<file path="src/rtl/thor2021_branch_sched.sv">
`default_nettype none
// +--------------------------------------------------------------------------+
// | Module      : thor2021_branch_sched (with Thor2021_pkg, thor2021_branch_eval)
// | Description : Shared branch-evaluation scheduler. It arbitrates round-robin
// |               between two issue slots for one internal branch-condition
// |               evaluator. It sequences the decrement of Ra ahead of the
// |               compare for DJxx ops. The decision, decremented count and
// |               tag are returned on a valid/ready result port.
// | Ports       : clk_i, rst_i (sync, active-high)
// |               req{0,1}_valid_i / req{0,1}_ready_o / req{0,1}_inst_i /
// |               req{0,1}_a_i / req{0,1}_b_i / req{0,1}_tag_i : issue slots
// |               res_valid_o / res_ready_i / res_tag_o / res_src_o /
// |               res_takb_o / res_dec_o / res_decwr_o : result port
// |               busy_o : scheduler not idle
// | Config      : THOR2021_DJ_EN - when defined, DJxx ops decrement Ra in a
// |               dedicated DEC cycle and compare the decremented value. When
// |               undefined, DJxx ops are evaluated like plain branches on the
// |               original Ra, and no write-back is requested.
// | Revision    : 1.0 - initial release
// +--------------------------------------------------------------------------+

package Thor2021_pkg;
    typedef logic [63:0] Value;

    typedef struct packed {
        logic [24:0] payload;   // register / displacement fields, not used here
        logic [6:0]  opcode;
    } br_fmt_t;

    typedef struct packed {
        br_fmt_t br;
    } Instruction;

    // Opcode = {class, condition}
    localparam logic [2:0] c_cls_br = 3'b010;
    localparam logic [2:0] c_cls_dj = 3'b011;

    localparam logic [3:0] c_cc_eq  = 4'h0;
    localparam logic [3:0] c_cc_ne  = 4'h1;
    localparam logic [3:0] c_cc_lt  = 4'h2;
    localparam logic [3:0] c_cc_ge  = 4'h3;
    localparam logic [3:0] c_cc_le  = 4'h4;
    localparam logic [3:0] c_cc_gt  = 4'h5;
    localparam logic [3:0] c_cc_ltu = 4'h6;
    localparam logic [3:0] c_cc_geu = 4'h7;
    localparam logic [3:0] c_cc_leu = 4'h8;
    localparam logic [3:0] c_cc_gtu = 4'h9;
    localparam logic [3:0] c_cc_bc  = 4'hA;
    localparam logic [3:0] c_cc_bs  = 4'hB;
    localparam logic [3:0] c_cc_eqz = 4'hC;
    localparam logic [3:0] c_cc_nez = 4'hD;

    localparam logic [6:0] c_op_jeq   = {c_cls_br, c_cc_eq};
    localparam logic [6:0] c_op_jne   = {c_cls_br, c_cc_ne};
    localparam logic [6:0] c_op_jlt   = {c_cls_br, c_cc_lt};
    localparam logic [6:0] c_op_jge   = {c_cls_br, c_cc_ge};
    localparam logic [6:0] c_op_jle   = {c_cls_br, c_cc_le};
    localparam logic [6:0] c_op_jgt   = {c_cls_br, c_cc_gt};
    localparam logic [6:0] c_op_jltu  = {c_cls_br, c_cc_ltu};
    localparam logic [6:0] c_op_jleu  = {c_cls_br, c_cc_leu};
    localparam logic [6:0] c_op_jgtu  = {c_cls_br, c_cc_gtu};
    localparam logic [6:0] c_op_jbc   = {c_cls_br, c_cc_bc};
    localparam logic [6:0] c_op_jbs   = {c_cls_br, c_cc_bs};
    localparam logic [6:0] c_op_jeqz  = {c_cls_br, c_cc_eqz};
    localparam logic [6:0] c_op_djeq  = {c_cls_dj, c_cc_eq};
    localparam logic [6:0] c_op_djbs  = {c_cls_dj, c_cc_bs};
    localparam logic [6:0] c_op_djnez = {c_cls_dj, c_cc_nez};

    // Condition codes E and F are unassigned in both classes.
    function automatic logic is_known(input logic [6:0] op);
        return ((op[6:4] == c_cls_br) || (op[6:4] == c_cls_dj)) && (op[3:0] <= c_cc_nez);
    endfunction

    function automatic logic is_dj(input logic [6:0] op);
        return (op[6:4] == c_cls_dj) && (op[3:0] <= c_cc_nez);
    endfunction
endpackage

// Combinational branch-condition evaluator; DJ ops share the plain conditions.
module thor2021_branch_eval
    import Thor2021_pkg::*;
(
    input  logic [6:0] opcode_i,
    input  Value       a_i,
    input  Value       b_i,
    output logic       takb_o
);
    logic w_bit;
    assign w_bit = a_i[b_i[5:0]];

    always_comb begin
        takb_o = 1'b0;
        if (is_known(opcode_i)) begin
            case (opcode_i[3:0])
                c_cc_eq:  takb_o = (a_i == b_i);
                c_cc_ne:  takb_o = (a_i != b_i);
                c_cc_lt:  takb_o = ($signed(a_i) <  $signed(b_i));
                c_cc_ge:  takb_o = ($signed(a_i) >= $signed(b_i));
                c_cc_le:  takb_o = ($signed(a_i) <= $signed(b_i));
                c_cc_gt:  takb_o = ($signed(a_i) >  $signed(b_i));
                c_cc_ltu: takb_o = (a_i <  b_i);
                c_cc_geu: takb_o = (a_i >= b_i);
                c_cc_leu: takb_o = (a_i <= b_i);
                c_cc_gtu: takb_o = (a_i >  b_i);
                c_cc_bc:  takb_o = ~w_bit;
                c_cc_bs:  takb_o = w_bit;
                c_cc_eqz: takb_o = (a_i == 64'd0);
                c_cc_nez: takb_o = (a_i != 64'd0);
                default:  takb_o = 1'b0;
            endcase
        end
    end
endmodule

module thor2021_branch_sched
    import Thor2021_pkg::*;
#(
    parameter int TAGW = 5
)
(
    input  logic            clk_i,
    input  logic            rst_i,
    input  logic            req0_valid_i,
    output logic            req0_ready_o,
    input  Instruction      req0_inst_i,
    input  Value            req0_a_i,
    input  Value            req0_b_i,
    input  logic [TAGW-1:0] req0_tag_i,
    input  logic            req1_valid_i,
    output logic            req1_ready_o,
    input  Instruction      req1_inst_i,
    input  Value            req1_a_i,
    input  Value            req1_b_i,
    input  logic [TAGW-1:0] req1_tag_i,
    output logic            res_valid_o,
    input  logic            res_ready_i,
    output logic [TAGW-1:0] res_tag_o,
    output logic            res_src_o,
    output logic            res_takb_o,
    output Value            res_dec_o,
    output logic            res_decwr_o,
    output logic            busy_o
);
`ifdef THOR2021_DJ_EN
    typedef enum logic [1:0] {S_IDLE = 2'd0, S_DEC = 2'd1, S_EVAL = 2'd2, S_HOLD = 2'd3} state_t;
`else
    typedef enum logic [1:0] {S_IDLE = 2'd0, S_EVAL = 2'd2, S_HOLD = 2'd3} state_t;
`endif

    state_t          r_state;
    state_t          w_state_nxt;
    logic            r_last_grant;
    logic [6:0]      r_op;
    Value            r_a;
    Value            r_b;
    logic [TAGW-1:0] r_tag;
    logic            r_src;
    logic            r_dj;
    logic            r_takb;
    Value            r_dec;
    logic            r_decwr;

    logic            w_gnt_any;
    logic            w_gnt;
    logic            w_idle;
    logic            w_accept;
    logic [6:0]      w_in_op;
    logic            w_takb;
    logic            w_unused_inst;

    // Only the opcode field of the instruction matters to the scheduler.
    assign w_unused_inst = ^{req0_inst_i.br.payload, req1_inst_i.br.payload};

    // Round-robin: on a tie the slot not granted last time wins.
    always_comb begin
        w_gnt_any = req0_valid_i | req1_valid_i;
        if (req0_valid_i && req1_valid_i) begin
            w_gnt = ~r_last_grant;
        end else begin
            w_gnt = req1_valid_i;
        end
    end

    // Gated by reset so neither slot sees ready while reset is held.
    assign w_idle   = (r_state == S_IDLE) & ~rst_i;
    assign w_accept = w_idle & w_gnt_any;
    assign w_in_op  = w_gnt ? req1_inst_i.br.opcode : req0_inst_i.br.opcode;

    thor2021_branch_eval u_eval (
        .opcode_i (r_op),
        .a_i      (r_a),
        .b_i      (r_b),
        .takb_o   (w_takb)
    );

    always_ff @(posedge clk_i) begin
        if (rst_i) begin
            r_state <= S_IDLE;
        end else begin
            r_state <= w_state_nxt;
        end
    end

    always_comb begin
        w_state_nxt  = r_state;
        req0_ready_o = w_accept & ~w_gnt;
        req1_ready_o = w_accept & w_gnt;
        res_valid_o  = (r_state == S_HOLD);
        busy_o       = (r_state != S_IDLE);
        case (r_state)
            S_IDLE: begin
                if (w_accept) begin
`ifdef THOR2021_DJ_EN
                    w_state_nxt = is_dj(w_in_op) ? S_DEC : S_EVAL;
`else
                    w_state_nxt = S_EVAL;
`endif
                end
            end
`ifdef THOR2021_DJ_EN
            S_DEC:   w_state_nxt = S_EVAL;
`endif
            S_EVAL:  w_state_nxt = S_HOLD;
            S_HOLD: begin
                if (res_ready_i) begin
                    w_state_nxt = S_IDLE;
                end
            end
            default: w_state_nxt = S_IDLE;
        endcase
    end

    // Datapath: capture on accept, decrement in DEC, register result in EVAL.
    always_ff @(posedge clk_i) begin
        if (rst_i) begin
            r_last_grant <= 1'b1;
            r_op         <= '0;
            r_a          <= '0;
            r_b          <= '0;
            r_tag        <= '0;
            r_src        <= 1'b0;
            r_dj         <= 1'b0;
            r_takb       <= 1'b0;
            r_dec        <= '0;
            r_decwr      <= 1'b0;
        end else begin
            case (r_state)
                S_IDLE: begin
                    if (w_accept) begin
                        r_op         <= w_in_op;
                        r_a          <= w_gnt ? req1_a_i   : req0_a_i;
                        r_b          <= w_gnt ? req1_b_i   : req0_b_i;
                        r_tag        <= w_gnt ? req1_tag_i : req0_tag_i;
                        r_src        <= w_gnt;
                        r_last_grant <= w_gnt;
                        r_dj         <= 1'b0;
                    end
                end
`ifdef THOR2021_DJ_EN
                S_DEC: begin
                    r_a  <= r_a - 64'd1;
                    r_dj <= 1'b1;
                end
`endif
                S_EVAL: begin
                    r_takb  <= w_takb;
                    r_dec   <= r_dj ? r_a : '0;
                    r_decwr <= r_dj;
                end
                default: ;
            endcase
        end
    end

    assign res_tag_o   = r_tag;
    assign res_src_o   = r_src;
    assign res_takb_o  = r_takb;
    assign res_dec_o   = r_dec;
    assign res_decwr_o = r_decwr;
endmodule
`default_nettype wire

</file>
<file path="config.mk">
export PLATFORM = sky130hd
export DESIGN_NAME = thor2021_branch_sched
export DESIGN_NICKNAME = d
export VERILOG_FILES = /design/src/rtl/thor2021_branch_sched.sv
export SDC_FILE = /design/constraint.sdc
export NUM_CORES = 1
export LEC_CHECK = 0
export CAP_MARGIN = 0
export CORE_MARGIN = 2
export CORE_UTILIZATION = 23
export CTS_CLUSTER_SIZE = 30
export DETAILED_ROUTE_END_ITERATION = 8
export PLACE_DENSITY = 0.52
export SLEW_MARGIN = 20
export SYNTH_ARGS = -nofsm -noshare
export SYNTH_HDL_FRONTEND = slang
export SYNTH_HIERARCHICAL = 1
export SYNTH_SLANG_ARGS = --single-unit
</file>
<file path="constraint.sdc">
create_clock -name clk_i -period 8.6 [get_ports clk_i]
set_clock_uncertainty 0.1 [all_clocks]
set_input_delay 1.72 -clock clk_i [delete_from_list [all_inputs] [get_ports clk_i]]
set_output_delay 1.72 -clock clk_i [all_outputs]
set_load 0.02 [all_outputs]
</file>
==> results_dict.tcl <==
set metrics [dict create \
    syn_area_per_cell_sq_um 9.38 \
    start_util_pct 23.3 \
    htreeDepth 4 \
    grt_usage_pct 17.0 \
    hold_path_end "res_takb_o" \
    cts_setup_buffers 0 \
    fin_hold_ws_ns 0.378 \
    period_share_pct 71.6 \
    synth-warning-count 6 \
    routed_wl_mm 36.8 \
    rsz0062_at_grt "no" \
    final_area_sq_um 13000 \
    worst_pin_slew_ns 1.08 \
    layout_setup_ws_ns 2.45 \
    crit_fanout 43 \
    regToRegEndpoint "res_takb_o" \
    dieArea_sq_um 42000 \
    power_mw 2.49 \
    layout.nets 1616 \
    syn2layout_area_growth_pct 40.0 \
    worstRegToRegCells 13 \
    final_common_cell "clkdlybuf4s50_1" \
    place_worst_setup_slack_ns 2.07 \
    numPortBuffers 293 \
    detail_route.wl_per_cell_um 21.0 \
    reg2reg_slack_ns 4.86 \
    avgViaCountPerCell 5.06 \
    drv_cap 0 \
    cp-startpoint "rst_i" \
    status "finished clean" \
    drtIter0Drc 551 \
    hpwl_mm 26.5 \
    ir_drop_uv 122 \
    drive_gt1_share_pct 6.02 \
    holdBufCountCts 0 \
    cts_tree "done" \
    clkTransAtPathRegs_ns 0.06 \
    min_from "res_takb_o" \
    grt_pass1_vias 8758 \
    fin_util_pct 32.6 \
    boundaryPins 411 \
    leakage_nw 5.78 \
    mostFrequentLayoutCells "292 x clkdlybuf4s50_1, 144 x dfxtp_1, 103 x a221o_1, 102 x o211a_1, 66 x inv_1" \
    slew_headroom_pct 27.8 \
    gp_congestion 0.792 \
    grt_pass1_wl_mm 54.0 \
    insertion_delay_ns 0.43 \
    r2r-start "r_b[31]" \
    core_area_sq_um 39800 \
    fillers 4207 \
    hold_class "flop to flop" \
    arrival_ns 4.33 \
    syn_area_sq_um 9290 \
    clockBufferDepth 2 \
    finalNonFillerCells 1755 \
    cts_buffers 17 \
    tns_ns 0 \
    required_ns 6.78 \
    critical_path_class "input pin to primary output" \
    fmax_mhz 162 \
    ant_nets 0 \
    cts_resized 0 \
    die_w_um 205 \
    grt_max_degree 118 \
    hold_depth 2 \
    placed_cells 1722 \
    start_kind "input pin" \
    hold_viol 0 \
    grt_remaining_overflow 0 \
    cts_sinks 144 \
    finalSetupViolCount 0 \
    power_density_nw_per_um2 192 \
    layout_min_cycle_time_ns 6.15 \
    root_buffer "clkbuf_16" \
    die_h_um 205 \
    antenna_found_initial 2 \
    route.detailed.drc 0 \
    dr.pass1.iters 5 \
    final-max-slew-violation-count 0 \
    rows 73 \
    end_kind "primary output" \
    dpl_cell_area_sq_um 12300 \
    synthCells 990 \
    vias 8874 \
]
-- metal layers --
metal  up-vias  track usage (%)  share of wire (%)  wire length (um)
li1       4236                -                  -                 -
met1      4303             21.6                 43             15700
met4         2             5.70                2.6               972
met3        36             3.98                6.0              2190
met5         -                0              0.035                13
met2       297             28.3                 49             17900
-- registers in the layout (all words and copies together), names as in the netlist --
signal and flops:
r_a 64, r_b 64, r_last_grant 1, r_op 6, r_state 2, res_src_o 1, res_tag_o 5, res_takb_o 1
-- critical path, stage by stage --
cell	delay, ns
buf_2	0.10
buf_4	0.27
nor3_4	0.79
and3_4	0.68
clkdlybuf4s50_1	0.71
-- power breakdown --
part,internal (mW),switching [mW],leakage (nW)
logic,0.371,0.408,4.28
clock network,0.545,0.314,0.318
registers,0.753,0.101,1.18
-- layout make-up --
class / instances / area [sq um] / area share (%)
sequential: 144 / 2880 / 22.2
antenna: 1 / 2.50 / 0.0192
timing repair buffer: 305 / 3050 / 23.5
tap: 525 / 657 / 5.05
clock inverter: 9 / 179 / 1.38
inverter: 69 / 263 / 2.02
multi-input combinational: 680 / 5480 / 42.2
clock buffer: 22 / 484 / 3.72
-- worst max-delay path by stage --
stage | endpoint | cells after the start
after floorplan | req0_ready_o | 5
after global placement | req1_ready_o | 5
after detailed placement | req1_ready_o | 5
after CTS | req1_ready_o | 5
after global routing | req0_ready_o | 5
final | req0_ready_o | 5
Power figures use the tool's default switching activity.
